===== config.mk =====
export PLATFORM = sky130hd
export DESIGN_NAME = pc_redirect_unit_flat
export DESIGN_NICKNAME = d
export VERILOG_FILES = /design/src/rtl/pc_redirect_unit_if.sv /design/src/rtl/pc_redirect_unit.sv /design/src/flat_wrapper.sv
export SDC_FILE = /design/constraint.sdc
export NUM_CORES = 1
export LEC_CHECK = 0
export BUFFER_PORTS_ARGS = -buffer_cell sky130_fd_sc_hd__buf_2
export CAP_MARGIN = 20
export CELL_PAD_IN_SITES_DETAIL_PLACEMENT = 1
export CELL_PAD_IN_SITES_GLOBAL_PLACEMENT = 1
export CORE_MARGIN = 1.5
export CORE_UTILIZATION = 43
export CTS_CLUSTER_SIZE = 24
export DETAILED_ROUTE_END_ITERATION = 10
export PLACE_DENSITY_LB_ADDON = 0.1
export SYNTH_ARGS = -nofsm -noshare
export SYNTH_HDL_FRONTEND = slang
export SYNTH_SLANG_ARGS = --single-unit

===== constraint.sdc =====
create_clock -name clk -period 5.28 [get_ports clk]
set_clock_uncertainty 0.2 [all_clocks]
set_input_delay 0.264 -clock clk [delete_from_list [all_inputs] [get_ports clk]]
set_output_delay 0.264 -clock clk [all_outputs]
set_load 0.02 [all_outputs]

===== src/rtl/pc_redirect_unit_if.sv =====
`default_nettype none
// ============================================================================
// Module      : pc_redirect_unit_if
// Description : Bundle between ID-stage branch/jump decode and the fetch PC
//               stage: redirect request inputs and PC/nPC/flush outputs.
// Revision    : 1.0 - initial release
// ============================================================================
interface pc_redirect_unit_if #(
    parameter int ADDR_W = 32
);
    logic              pc_ld;
    logic              ID_branch_instr;
    logic              branch_out;
    logic              jump;
    logic [ADDR_W-1:0] target;
    logic [ADDR_W-1:0] pc;
    logic [ADDR_W-1:0] npc;
    logic              if_id_flush;
    logic              redirect_pending;

    // Upstream side: stall control and ID-stage decisions.
    modport master (
        output pc_ld, ID_branch_instr, branch_out, jump, target,
        input  pc, npc, if_id_flush, redirect_pending
    );

    // PC stage side.
    modport slave (
        input  pc_ld, ID_branch_instr, branch_out, jump, target,
        output pc, npc, if_id_flush, redirect_pending
    );
endinterface
`default_nettype wire


===== src/rtl/pc_redirect_unit.sv =====
`default_nettype none
// ============================================================================
// Module      : pc_redirect_unit
// Description : Fetch PC/nPC stage with stall-time redirect buffering and
//               IF/ID squash. Build macro DELAY_SLOT_EN selects MIPS-style
//               delay-slot redirects (no squash).
// Revision    : 1.0 - initial release
// ============================================================================
module pc_redirect_unit #(
    parameter int                ADDR_W   = 32,
    parameter logic [ADDR_W-1:0] RESET_PC = '0
) (
    input  wire logic         clk,
    input  wire logic         reset,
    pc_redirect_unit_if.slave bus
);
    localparam logic [0:0]        c_run     = 1'b0;
    localparam logic [0:0]        c_hold    = 1'b1;
    localparam logic [ADDR_W-1:0] c_pc_step = ADDR_W'(4);
    localparam logic [ADDR_W-1:0] c_tgt_msk = ~ADDR_W'(3);

    logic [0:0]        state_q, state_d;
    logic [ADDR_W-1:0] pc_q, pc_d;
    logic [ADDR_W-1:0] npc_q, npc_d;
    logic [ADDR_W-1:0] pend_tgt_q, pend_tgt_d;

    logic              w_redirect_req;
    logic [ADDR_W-1:0] w_tgt;
    logic              w_apply;
    logic [ADDR_W-1:0] w_apply_tgt;

    assign w_redirect_req = (bus.ID_branch_instr & bus.branch_out) | bus.jump;
    assign w_tgt          = bus.target & c_tgt_msk;

    // State register and datapath flops.
    always_ff @(posedge clk) begin
        if (reset) begin
            state_q    <= c_run;
            pc_q       <= RESET_PC;
            npc_q      <= RESET_PC + c_pc_step;
            pend_tgt_q <= '0;
        end else begin
            state_q    <= state_d;
            pc_q       <= pc_d;
            npc_q      <= npc_d;
            pend_tgt_q <= pend_tgt_d;
        end
    end

    always_comb begin
        state_d = state_q;
        case (state_q)
            c_run:   if (!bus.pc_ld && w_redirect_req) state_d = c_hold;
            c_hold:  if (bus.pc_ld) state_d = c_run;
            default: state_d = c_run;
        endcase
    end

    always_comb begin
        pc_d        = pc_q;
        npc_d       = npc_q;
        pend_tgt_d  = pend_tgt_q;
        w_apply     = 1'b0;
        w_apply_tgt = w_tgt;
        case (state_q)
            c_run: begin
                if (bus.pc_ld) begin
                    if (w_redirect_req) begin
                        w_apply = 1'b1;
                    end else begin
                        pc_d  = npc_q;
                        npc_d = npc_q + c_pc_step;
                    end
                end else if (w_redirect_req) begin
                    pend_tgt_d = w_tgt;
                end
            end
            c_hold: begin
                // The held ID instruction re-presents its request on release; ignore it.
                if (bus.pc_ld) begin
                    w_apply     = 1'b1;
                    w_apply_tgt = pend_tgt_q;
                end else if (w_redirect_req) begin
                    pend_tgt_d = w_tgt;
                end
            end
            default: ;
        endcase

        if (w_apply) begin
`ifdef DELAY_SLOT_EN
            pc_d  = npc_q;
            npc_d = w_apply_tgt;
`else
            pc_d  = w_apply_tgt;
            npc_d = w_apply_tgt + c_pc_step;
`endif
        end
    end

    assign bus.pc               = pc_q;
    assign bus.npc              = npc_q;
    assign bus.redirect_pending = (state_q == c_hold);
`ifdef DELAY_SLOT_EN
    assign bus.if_id_flush      = 1'b0;
`else
    assign bus.if_id_flush      = w_apply & ~reset;
`endif
endmodule
`default_nettype wire


===== src/flat_wrapper.sv =====
// flat-port wrapper written by rule: the top's interface ports become plain ports
module pc_redirect_unit_flat 
#(
    parameter int                ADDR_W   = 32,
    parameter logic [ADDR_W-1:0] RESET_PC = '0
)
  (clk, reset, bus_pc_ld, bus_ID_branch_instr, bus_branch_out, bus_jump, bus_target, bus_pc, bus_npc, bus_if_id_flush, bus_redirect_pending);
  pc_redirect_unit_if #(.ADDR_W(ADDR_W)) bus_i ();
  input  wire logic clk;
  input  wire logic reset;
  input wire logic [$bits(bus_i.pc_ld)-1:0] bus_pc_ld;
  input wire logic [$bits(bus_i.ID_branch_instr)-1:0] bus_ID_branch_instr;
  input wire logic [$bits(bus_i.branch_out)-1:0] bus_branch_out;
  input wire logic [$bits(bus_i.jump)-1:0] bus_jump;
  input wire logic [$bits(bus_i.target)-1:0] bus_target;
  output wire logic [$bits(bus_i.pc)-1:0] bus_pc;
  output wire logic [$bits(bus_i.npc)-1:0] bus_npc;
  output wire logic [$bits(bus_i.if_id_flush)-1:0] bus_if_id_flush;
  output wire logic [$bits(bus_i.redirect_pending)-1:0] bus_redirect_pending;
  assign bus_i.pc_ld = bus_pc_ld;
  assign bus_i.ID_branch_instr = bus_ID_branch_instr;
  assign bus_i.branch_out = bus_branch_out;
  assign bus_i.jump = bus_jump;
  assign bus_i.target = bus_target;
  assign bus_pc = bus_i.pc;
  assign bus_npc = bus_i.npc;
  assign bus_if_id_flush = bus_i.if_id_flush;
  assign bus_redirect_pending = bus_i.redirect_pending;
  pc_redirect_unit #(.ADDR_W(ADDR_W), .RESET_PC(RESET_PC)) u_core (.clk(clk), .reset(reset), .bus(bus_i));
endmodule

==> impl_metrics.csv, run 1 <==
group,metric,value,unit
yosys,async_reset_ff_frac,0,
sta,fin_crit,4.073,ns
setup_path,worstSetupPathType,"reg -> reg",
clock_network,cts_inserted_buffers,9,
sta,finalMaxSlewViolations,0,
route,routedWlPerCell,18.45,um
yosys,synth-seq-cells,91,
route,drc_errors,0,
hold_path,min_path_type,"in -> reg",
place,portBuffers,97,
clock_network,clkTransAtPathRegs,0.07,ns
global_route,grt-ovfl-total,0,
yosys,yosysSeqAreaShare,0.3717,
power_and_ir_drop,cellPowerDensity,308.9,mW/mm^2
yosys,synth_area_per_cell,7.552,um^2
setup_path,critPathArrivalTime,4.12,ns
route,ant_nets,0,
route,avgViaCountPerCell,5.884,
route,vias,5213,
sta,tightest_slew,0.8108,ns
sta,setup-tns-final,0,ns
cells_and_area,area_growth,21.83,%
power_and_ir_drop,p_leak,0.002494,uW
clock_network,root_buffer,"clkbuf_16",
route,drt_iter0_drc,213,
yosys,ys_warn_count,0,
floorplan,die_area,0.01205,mm^2
clock_network,numClockSinks,91,
sta,fin_crit_sh,0.7715,
global_route,top_usage_layer,"met2",
floorplan,die_h,109.8,um
flow_run,maxCapViolations,0,
place,place_congestion,0.8002,
yosys,synth-main-ff-cell,"dfxtp_1",
global_route,gr-usage-met1,0.3580,
floorplan,io_pins,104,
sta,hold_viol_final,0,
floorplan,num_rows,38,
setup_path,startpoint_type,"flop",
place,dp_hpwl,10780,um
sta,maxSlewHeadroom,0.4595,
yosys,synth_edf_count,0,
sta,setup-violations-final,0,
global_route,grt_max_degree,55,
floorplan,core,0.01098,mm^2
cells_and_area,drive_above_1_share,0.1917,
run_status,status,"finished clean",
yosys,syn_area,0.004901,mm^2
clock_network,clkLatencyLatePin,0.34,ns
setup_path,worst_ep_required_time,5.33,ns
cells_and_area,fill_cells,1387,
global_route,grt_use_total,0.2815,
clock_network,htreeDepth,3,
global_route,grt_pass1_wl,26190,um
floorplan,die_w,109.8,um
clock_network,clockBufferDepth,2,
setup_path,crit_fanout,11,
route,wl,16350,um
cells_and_area,nets,780,
floorplan,start_util,0.4462,
cells_and_area,n_antenna_cell,0,
sta,holdWs,0.009137,ns
clock_network,cts_tree,"done",
global_route,met2_usage,0.4831,
yosys,ys_types,60,
global_route,use_met3,0.03438,
sta,maxClockFrequency,0.2455,GHz
global_route,grt_pass1_vias,5224,
setup_path,worstSetupEndpointType,"flop",
global_route,grt_antenna_before_repair,0,
route,detail_route.first_pass.iterations,4,
yosys,synthCells,649,
sta,rsz0062_at_grt,"false",
power_and_ir_drop,vdd_drop_max,144.5,uV
flip-flops by register name, summed over array words and instances, names as in the netlist:
| register | flops |
|---|---|
| u_core.bus.pc | 30 |
| u_core.bus.npc | 30 |
| u_core.pend_tgt_q | 30 |
| u_core.bus.redirect_pending | 1 |
layout make-up:
| class | count | area [um^2] | share of cell area |
|---|---|---|---|
| clock inverter | 4 | 72.57 | 0.01215 |
| multi-input combinational | 504 | 2820 | 0.4723 |
| timing repair buffer | 132 | 813.3 | 0.1362 |
| inverter | 3 | 11.26 | 0.001886 |
| tap | 140 | 175.2 | 0.02934 |
| clock buffer | 12 | 256.5 | 0.04296 |
| sequential | 91 | 1822 | 0.3051 |
metrics by stage:
stage | worst slack, ns | area [um^2] | std cells | utilization | total power (uW)
finish | 1.207 | 5971 | 886 | 0.5436 | 1845
global route | 1.025 | 5971 | 886 | 0.5436 | 1923
CTS | 1.223 | 5971 | 886 | 0.5436 | 1857
detailed placement | 1.276 | 5391 | 845 | 0.4909 | 1125
global placement | 1.349 | 5384 | 844 | 0.4902 | 1110
floorplan | 1.663 | 4912 | 652 | - | 1012
path summary, 6_finish.rpt:
| kind | start | endpoint | slack [ns] | cells past startpoint |
|---|---|---|---|---|
| setup / recovery | u_core.bus.redirect_pending | u_core.bus.npc[18] | 1.21 | 10 |
| hold / removal | bus_target[20] | u_core.pend_tgt_q[20] | 0.009 | 3 |
| setup reg to reg | u_core.bus.redirect_pending | u_core.bus.npc[18] | 1.21 | 10 |
| hold reg to reg | u_core.bus.pc[24] | u_core.bus.pc[24] | 0.26 | 2 |
placed cells by master (no fill, tap or decap), types with 3 or more instances in the layout:
master,n
a211oi_1,4
a21boi_0,3
a21oi_1,73
a311oi_1,5
a31o_2,4
a31oi_1,22
and3_1,7
buf_2,96
buf_4,11
clkbuf_16,9
conb_1,4
dfxtp_1,91
dlygate4sd3_1,25
inv_1,3
mux2_2,4
mux2i_1,29
nand2_1,140
nand3_1,16
nand4_1,11
nor2_1,63
nor3_1,7
nor4_1,9
nor4b_1,4
o211ai_1,11
o21a_1,6
o21ai_0,21
o31ai_1,4
or2_2,3
or3_1,8
xnor2_1,5
routing by layer:
metal | vias to the layer above | routed length, um | part of all wire
li1 | 2492 | - | -
met1 | 2569 | 7349 | 0.45
met2 | 129 | 8005 | 0.49
met3 | 23 | 717 | 0.044
met4 | 0 | 279 | 0.017
met5 | - | 0 | 0
cell usage after synthesis, drive strengths merged, types with 3 or more instances:
cell,count,area [um^2]
a311oi,5,43.79
nand4,11,68.82
o21ai,22,110.1
nor4,9,56.30
or2,3,18.77
o211ai,11,82.58
clkbuf,33,123.9
nand2,141,531.8
o31ai,4,30.03
xnor2,5,43.79
buf,21,137.6
dfxtp,91,1822
o21a,6,45.04
a21boi,3,22.52
nor4b,4,35.03
mux2,4,45.04
inv,3,11.26
and3,7,43.79
mux2i,29,290.3
or3,8,50.05
a21oi,74,374.1
a31oi,23,150.1
nor3,8,45.04
nor2,65,251.5
a211oi,5,50.05
nand3,16,80.08
a31o,4,35.03
report_power, final:
part / switching [uW] / leakage [uW] / total (uW) / internal (uW)
clock: 276 / 0.000159 / 717 / 440
combinational: 227 / 0.00159 / 353 / 126
sequential: 41.6 / 0.000748 / 775 / 733
critical path: stages, from the launching register on:
cell       delay (ns)
dfxtp_1          0.49
buf_4            0.29
a211oi_4         0.50
nor2_4           0.08
a31oi_1          0.26
ha_1             0.30
inv_1            0.11
a311o_1          0.40
nand4bb_1        0.57
or3_1            0.50
a311oi_1         0.27
repair_timing:
item | 4_1_cts | 5_1_grt
endpoints found under the hold margin | 25 | 0
setup buffers | 0 | 0
hold buffers | 25 | 0
gates resized for setup | 0 | 0
cells by family after synthesis:
logic type                 count (synthesis)  synth area share
buffers and inverters                     57           0.05565
DFF                                       91            0.3717
and+or+nand+nor                          283            0.2604
other                                      1         0.0007652
xor gates and xnor gates                   7           0.01251
AOI/OAI and AO/OA                        176            0.2280
muxes                                     33           0.06842
adders and majority gates                  1          0.002553
(Power assumes the default switching activity.)
==> inputs of run 2 (changes only) <==
--- a/config.mk
+++ b/config.mk
@@ -5,12 +5,13 @@
 export SDC_FILE = /design/constraint.sdc
 export NUM_CORES = 1
 export LEC_CHECK = 0
+export ABC_AREA = 1
 export BUFFER_PORTS_ARGS = -buffer_cell sky130_fd_sc_hd__buf_2
 export CAP_MARGIN = 20
 export CELL_PAD_IN_SITES_DETAIL_PLACEMENT = 1
 export CELL_PAD_IN_SITES_GLOBAL_PLACEMENT = 1
 export CORE_MARGIN = 1.5
-export CORE_UTILIZATION = 43
+export CORE_UTILIZATION = 38
 export CTS_CLUSTER_SIZE = 24
 export DETAILED_ROUTE_END_ITERATION = 10
 export PLACE_DENSITY_LB_ADDON = 0.1
==> constraint.sdc (replaced) <==
create_clock -name clk -period 4.25 [get_ports clk]
set_clock_uncertainty 0.2 [all_clocks]
set_input_delay 0.2125 -clock clk [delete_from_list [all_inputs] [get_ports clk]]
set_output_delay 0.2125 -clock clk [all_outputs]
set_load 0.02 [all_outputs]
==> impl_metrics.csv, run 2 <==
group,metric,value,unit
setup_path,r2r_slack,0.98,ns
route,drc_errors,0,
sta,tightest_slew,0.8214,ns
yosys,synth_area_per_cell,6.233,um^2
clock_network,clkLatencyLatePin,0.35,ns
route,avgViaCountPerCell,5.002,
power_and_ir_drop,combPwrFrac,0.211,
yosys,synth_top_area_share,0.3551,
yosys,ys_types,33,
clock_network,clockBufferDepth,2,
clock_network,cts_inserted_buffers,9,
floorplan,core,0.01319,mm^2
yosys,synth_compound_area_frac,0.1366,
yosys,synth-xor-area-share,0,
clock_network,clkTransAtPathRegs,0.06,ns
yosys,synth_edf_count,0,
setup_path,r2r-start,"u_core.bus.redirect_pending",
setup_path,critical_path.max_stage_delay,0.50,ns
setup_path,r2r_cells,15,
sta,setup-tns-final,0,ns
power_and_ir_drop,p_leak,0.003104,uW
global_route,grt_max_degree,55,
sta,holdWs,-0.01451,ns
route,detail_route.first_pass.iterations,4,
cells_and_area,final_common_cell,"nand2_1",
setup_path,startpoint_type,"flop",
yosys,synth-main-ff-cell,"dfxtp_1",
clock_network,numClockSinks,91,
yosys,async_reset_ff_frac,0,
flow_run,maxCapViolations,0,
global_route,grt_pass1_vias,5646,
place,dp_hpwl,12780,um
power_and_ir_drop,clock_power_share,0.346,
route,ant_nets,0,
cells_and_area,nets,967,
clock_network,cts_tree,"done",
yosys,synthCells,823,
floorplan,die_w,119.2,um
route,vias,5542,
setup_path,cp_common_cell,"nand2_2",
setup_path,crit_family,"simple AND/OR/NAND/NOR gates",
power_and_ir_drop,netSwitchingFraction,0.3162,
sta,maxSlewHeadroom,0.4518,
power_and_ir_drop,p_int,1473,uW
place,place_congestion,0.8860,
hold_path,hold_depth,3,
hold_path,hold_path_end,"u_core.pend_tgt_q[22]",
clock_network,root_buffer,"clkbuf_16",
yosys,ys_warn_count,0,
setup_path,worstSetupEndpointType,"flop",
floorplan,die_h,119.2,um
yosys,synthTopCellsByCount,"nand2_1, nor2_1, inv_1",
yosys,synth-seq-cells,91,
route,drt_iter0_drc,287,
yosys,synth-simple-area-share,0.3824,
global_route,grt_antenna_before_repair,0,
sta,maxClockFrequency,0.3059,GHz
sta,finalMaxSlewViolations,0,
setup_path,cp_cell_sequence,"inv_2, nand3_4, nand2_4, buf_4, nand2_1, nand2_1, ha_1, nand2_2, nor2_2, nand2_2, nor2_8, nand2_2, nor2_1, o21ai_1, nor2_1",
yosys,synth_most_common_cell,"nand2_1",
yosys,yosysSeqAreaShare,0.3551,
place,portBuffers,97,
clock_network,htreeDepth,3,
setup_path,worst_ep_required_time,4.33,ns
setup_path,worstSetupPathType,"reg -> reg",
sta,hold_viol_final,1,
yosys,syn_area,0.005130,mm^2
global_route,grt_use_total,0.2537,
setup_path,critPathArrivalTime,3.35,ns
setup_path,crit_fanout,49,
cells_and_area,drive_above_1_share,0.1685,
power_and_ir_drop,p_switching,681.3,uW
setup_path,reg2reg_to,"u_core.bus.npc[18]",
yosys,synth_fa_ha_area_frac,0.002439,
floorplan,die_area,0.01421,mm^2
global_route,grt-ovfl-total,0,
setup_path,worst-path-buf-inv,2,
power_and_ir_drop,cellPowerDensity,347.6,mW/mm^2
route,routedWlPerCell,15.76,um
place,numPlacedInstances,1064,
floorplan,start_util,0.3889,
sta,rsz0062_at_grt,"false",
hold_path,min-delay-start,"bus_target[22]",
yosys,synthMuxAreaShare,0,
clock_network,postCtsResizedCells,0,
hold_path,min_path_type,"in -> reg",
cells_and_area,layout_common_cells,"nand2_1, nor2_1, buf_2",
cells_and_area,finalNonFillerCells,1108,
route,wl,17460,um
run_status,status,"finished with violations",
yosys,synth_top_family_by_area,"simple AND/OR/NAND/NOR gates",
sta,fin_crit_sh,0.7691,
sta,setup-violations-final,0,
global_route,grt_pass1_wl,28230,um
cells_and_area,n_antenna_cell,0,
run_status,violations,"negative hold slack",
yosys,synth_area_leaders,"dfxtp_1, nand2_1, nor2_1",
power_and_ir_drop,power_frac_seq,0.443,
setup_path,slowest_stage,"dfxtp_1",
sta,fin_crit,3.269,ns
cells_and_area,area_growth,20.83,%
floorplan,io_pins,104,
power_and_ir_drop,vdd_drop_max,176.3,uV
floorplan,num_rows,42,
yosys,synth.largest_area_cell,"dfxtp_1",
[run 2: cell count changes after synthesis, moves of 8 or more]
cell | previous run | this run
clkbuf_1 | 33 | 18
inv_1 | 3 | 92
a21oi_1 | 73 | 29
nor2_2 | 0 | 8
o21ai_1 | 1 | 14
a31oi_1 | 22 | 2
nor2_1 | 64 | 105
or2_2 | 3 | 11
or3_1 | 8 | 0
nor4_1 | 9 | 1
nand2_1 | 140 | 246
nand3_1 | 16 | 66
o21ai_0 | 21 | 67
mux2i_1 | 29 | 0
[run 2: power groups by stage]
stage,Sequential (uW),Clock (uW),Combinational [uW]
floorplan,1010,0,259
global placement,969,0,424
detailed placement,973,0,436
CTS,954,767,458
global route,960,804,509
finish,954,745,456
[run 2: metrics by stage]
step           setup WS [ns]  cell area (um^2)  power (uW)    util
2_1_floorplan          1.875              5141        1271       -
3_3_place_gp           1.072              5645        1393  0.4280
3_5_place_dp           1.019              5645        1409  0.4280
4_1_cts               0.9892              6198        2179  0.4699
5_1_grt               0.7338              6198        2273  0.4699
6_report              0.9811              6198        2155  0.4699
[run 2: area by class of cell]
class                           instances  area (um^2)
Timing Repair Buffer                  134        835.8
Sequential cell                        91         1822
Tap cell                              176        220.2
Clock buffer                           13        250.2
Fill cell                            1839         6992
Inverter                               98        367.9
Clock inverter                          2        12.51
Multi-Input combinational cell        594         2690
[run 2: cell families after synthesis]
family                   Yosys count
AND/OR/NAND/NOR                  461
buffers and inverters            141
AO/OA/AOI/OAI                    128
flip-flops                        91
adder cells (fa/ha/maj)            1
other                              1
[run 2: what timing repair did]
action	in CTS	in global routing
hold buffers	29	0
setup endpoints to repair	0	0
hold endpoints to repair	29	0
setup buffers	0	0
[run 2: worst max path at each step]
stage          depth (start not counted)                         from                 end  slack (ns)
2_1_floorplan                         15  u_core.bus.redirect_pending  u_core.bus.npc[24]        1.87
3_3_place_gp                          16  u_core.bus.redirect_pending  u_core.bus.npc[30]        1.07
3_5_place_dp                          16  u_core.bus.redirect_pending  u_core.bus.npc[30]        1.02
4_1_cts                               16  u_core.bus.redirect_pending  u_core.bus.npc[30]        0.99
5_1_grt                               16  u_core.bus.redirect_pending  u_core.bus.npc[30]        0.73
6_report                              15  u_core.bus.redirect_pending  u_core.bus.npc[18]        0.98
[run 2: worst reg2reg max path: cells and delay by family, from the launching register on]
kind	cells	cell delay, ns
compound gates	1	0.08
fa+ha+maj	1	0.24
buf+inv	2	0.62
flops	1	0.50
simple gates	11	1.56
[run 2: metal layers]
| layer | part of all wire | up-vias | track usage | wire length [um] |
|---|---|---|---|---|
| met1 | 0.45 | 2618 | 0.3167 | 7831 |
| met5 | 0 | - | 0 | 0 |
| li1 | - | 2787 | - | - |
| met3 | 0.037 | 31 | 0.03161 | 644 |
| met2 | 0.49 | 106 | 0.4426 | 8483 |
| met4 | 0.029 | 0 | 0.1017 | 505 |
==> inputs of run 3 (changes only) <==
--- a/config.mk
+++ b/config.mk
@@ -5,13 +5,13 @@
 export SDC_FILE = /design/constraint.sdc
 export NUM_CORES = 1
 export LEC_CHECK = 0
-export ABC_AREA = 1
+export ABC_AREA = 0
 export BUFFER_PORTS_ARGS = -buffer_cell sky130_fd_sc_hd__buf_2
 export CAP_MARGIN = 20
 export CELL_PAD_IN_SITES_DETAIL_PLACEMENT = 1
 export CELL_PAD_IN_SITES_GLOBAL_PLACEMENT = 1
 export CORE_MARGIN = 1.5
-export CORE_UTILIZATION = 38
+export CORE_UTILIZATION = 36
 export CTS_CLUSTER_SIZE = 24
 export DETAILED_ROUTE_END_ITERATION = 10
 export PLACE_DENSITY_LB_ADDON = 0.1
==> constraint.sdc (replaced) <==
create_clock -name clk -period 2.9 [get_ports clk]
set_clock_uncertainty 0.2 [all_clocks]
set_input_delay 0.145 -clock clk [delete_from_list [all_inputs] [get_ports clk]]
set_output_delay 0.145 -clock clk [all_outputs]
set_load 0.02 [all_outputs]
==> impl_metrics.csv, run 3 (same netlist as run 1, synthesis figures left out) <==
group,metric,value,unit
clock_network,clkTransAtPathRegs,0.07,ns
sta,hold_viol_final,0,
sta,maxClockFrequency,0.3540,GHz
setup_path,startpoint_type,"flop",
power_and_ir_drop,total_power,3277,uW
power_and_ir_drop,p_switching,1016,uW
cells_and_area,drive_above_1_share,0.2385,
power_and_ir_drop,vdd_drop_max,239.5,uV
route,avgViaCountPerCell,5.661,
cells_and_area,n_antenna_cell,0,
place,dp_hpwl,11930,um
hold_path,min-delay-start,"reset",
sta,fin_crit,2.825,ns
route,ant_nets,0,
sta,maxSlewHeadroom,0.5263,
floorplan,core,0.01324,mm^2
global_route,grt_use_total,0.2532,
floorplan,num_rows,42,
setup_path,r2r-start,"u_core.bus.redirect_pending",
setup_path,worstSetupPathType,"reg -> reg",
setup_path,critPathArrivalTime,2.91,ns
global_route,grt-ovfl-total,0,
power_and_ir_drop,netSwitchingFraction,0.3099,
cells_and_area,utilization,0.4820,
clock_network,numClockSinks,91,
sta,setup-violations-final,0,
power_and_ir_drop,p_int,2262,uW
power_and_ir_drop,combPwrFrac,0.218,
cells_and_area,layout_common_cells,"nand2_1, buf_2, dfxtp_1",
clock_network,htreeDepth,3,
floorplan,die_w,119.7,um
power_and_ir_drop,clock_power_share,0.352,
cells_and_area,area_growth,30.25,%
floorplan,start_util,0.3701,
cells_and_area,final_common_cell,"nand2_1",
power_and_ir_drop,power_frac_seq,0.430,
setup_path,r2r_slack,0.07,ns
clock_network,clockBufferDepth,2,
global_route,grt_pass1_wl,28640,um
route,wl,18020,um
clock_network,cts_inserted_buffers,9,
clock_network,root_buffer,"clkbuf_16",
floorplan,die_h,119.7,um
clock_network,cts_tree,"done",
clock_network,clkLatencyLatePin,0.36,ns
route,drt_iter0_drc,341,
setup_path,crit_fanout,6,
global_route,grt_pass1_vias,5453,
global_route,grt_max_degree,96,
place,portBuffers,97,
setup_path,worst_ep_required_time,2.99,ns
sta,finalMaxSlewViolations,0,
setup_path,reg2reg_to,"u_core.bus.npc[20]",
floorplan,io_pins,104,
run_status,status,"finished clean",
cells_and_area,nets,821,
power_and_ir_drop,cellPowerDensity,513.4,mW/mm^2
hold_path,hold_path_end,"u_core.bus.npc[4]",
flow_run,maxCapViolations,0,
hold_path,hold_depth,2,
route,detail_route.first_pass.iterations,5,
power_and_ir_drop,p_leak,0.002675,uW
setup_path,worstSetupEndpointType,"flop",
route,routedWlPerCell,18.77,um
sta,fin_crit_sh,0.9742,
place,place_congestion,0.8381,
hold_path,min_path_type,"in -> reg",
floorplan,die_area,0.01432,mm^2
sta,tightest_slew,0.7106,ns
route,drc_errors,0,
global_route,grt_antenna_before_repair,0,
setup_path,r2r_cells,12,
route,vias,5435,
[run 3: power by group through the flow]
stage	clock, uW	sequential, uW	combinational [uW]
6_report	1150	1410	715
5_1_grt	1220	1420	778
4_1_cts	1180	1410	707
3_5_place_dp	0	1440	665
3_3_place_gp	0	1430	649
2_1_floorplan	0	1490	366
[run 3: worst max-delay path: stages (launching register included)]
cell and delay (ns):
dfxtp_4 0.37, a211oi_4 0.26, nor2_4 0.10, buf_4 0.15
a31oi_4 0.17, ha_4 0.17, inv_2 0.04, a311o_1 0.30
nand4bb_1 0.22, buf_6 0.16, buf_2 0.16, or3_4 0.34
a21oi_2 0.12
[run 3: worst max-delay path by stage]
stage / from / end / slack [ns] / cells after the start
4_1_cts: u_core.bus.redirect_pending / u_core.bus.npc[18] / 0.09 / 11
2_1_floorplan: u_core.bus.redirect_pending / u_core.bus.npc[30] / -0.39 / 14
3_5_place_dp: u_core.bus.redirect_pending / u_core.bus.npc[26] / -0.02 / 10
6_report: u_core.bus.redirect_pending / u_core.bus.npc[20] / 0.07 / 12
3_3_place_gp: u_core.bus.redirect_pending / u_core.bus.npc[24] / 0.06 / 10
5_1_grt: u_core.bus.redirect_pending / u_core.bus.npc[20] / -0.01 / 12
[run 3: per-layer routing]
metal | wire length [um] | vias to the layer above | part of all wire | track usage
li1 | - | 2567 | - | -
met1 | 8243 | 2689 | 0.46 | 0.3318
met2 | 8696 | 147 | 0.48 | 0.4249
met3 | 701 | 32 | 0.039 | 0.03279
met4 | 379 | 0 | 0.021 | 0.09598
met5 | 0 | - | 0 | 0
[run 3: through the flow]
| stage | area (um^2) | hold slack (ns) | cells | setup slack, ns | TNS, ns |
|---|---|---|---|---|---|
| floorplan | 4972 | 0.08096 | 652 | -0.3922 | -2.512 |
| global placement | 5717 | 0.2014 | 910 | 0.05958 | 0 |
| detailed placement | 5717 | 0.2060 | 910 | -0.02394 | -0.02394 |
| CTS | 6319 | 0.09597 | 956 | 0.09127 | 0 |
| global route | 6384 | 0.1212 | 960 | -0.01304 | -0.01825 |
| finish | 6384 | 0.09805 | 960 | 0.07494 | 0 |
[run 3: layout make-up]
cell class | instances | area, um^2
inverter | 3 | 11.26
sequential | 91 | 1826
timing repair buffer | 173 | 1162
clock buffer | 10 | 229.0
multi-input combinational | 504 | 2893
fill | 1655 | 6859
tap | 176 | 220.2
clock inverter | 3 | 42.54
[run 3: timing repair]
| action | 4_1_cts | 5_1_grt |
|---|---|---|
| pin swaps | 1 | 9 |
| hold buffers | 31 | 0 |
| endpoints found under the setup margin | 5 | 11 |
| resized for setup | 2 | 9 |
| setup buffers | 2 | 4 |
| endpoints found under the hold margin | 31 | 0 |
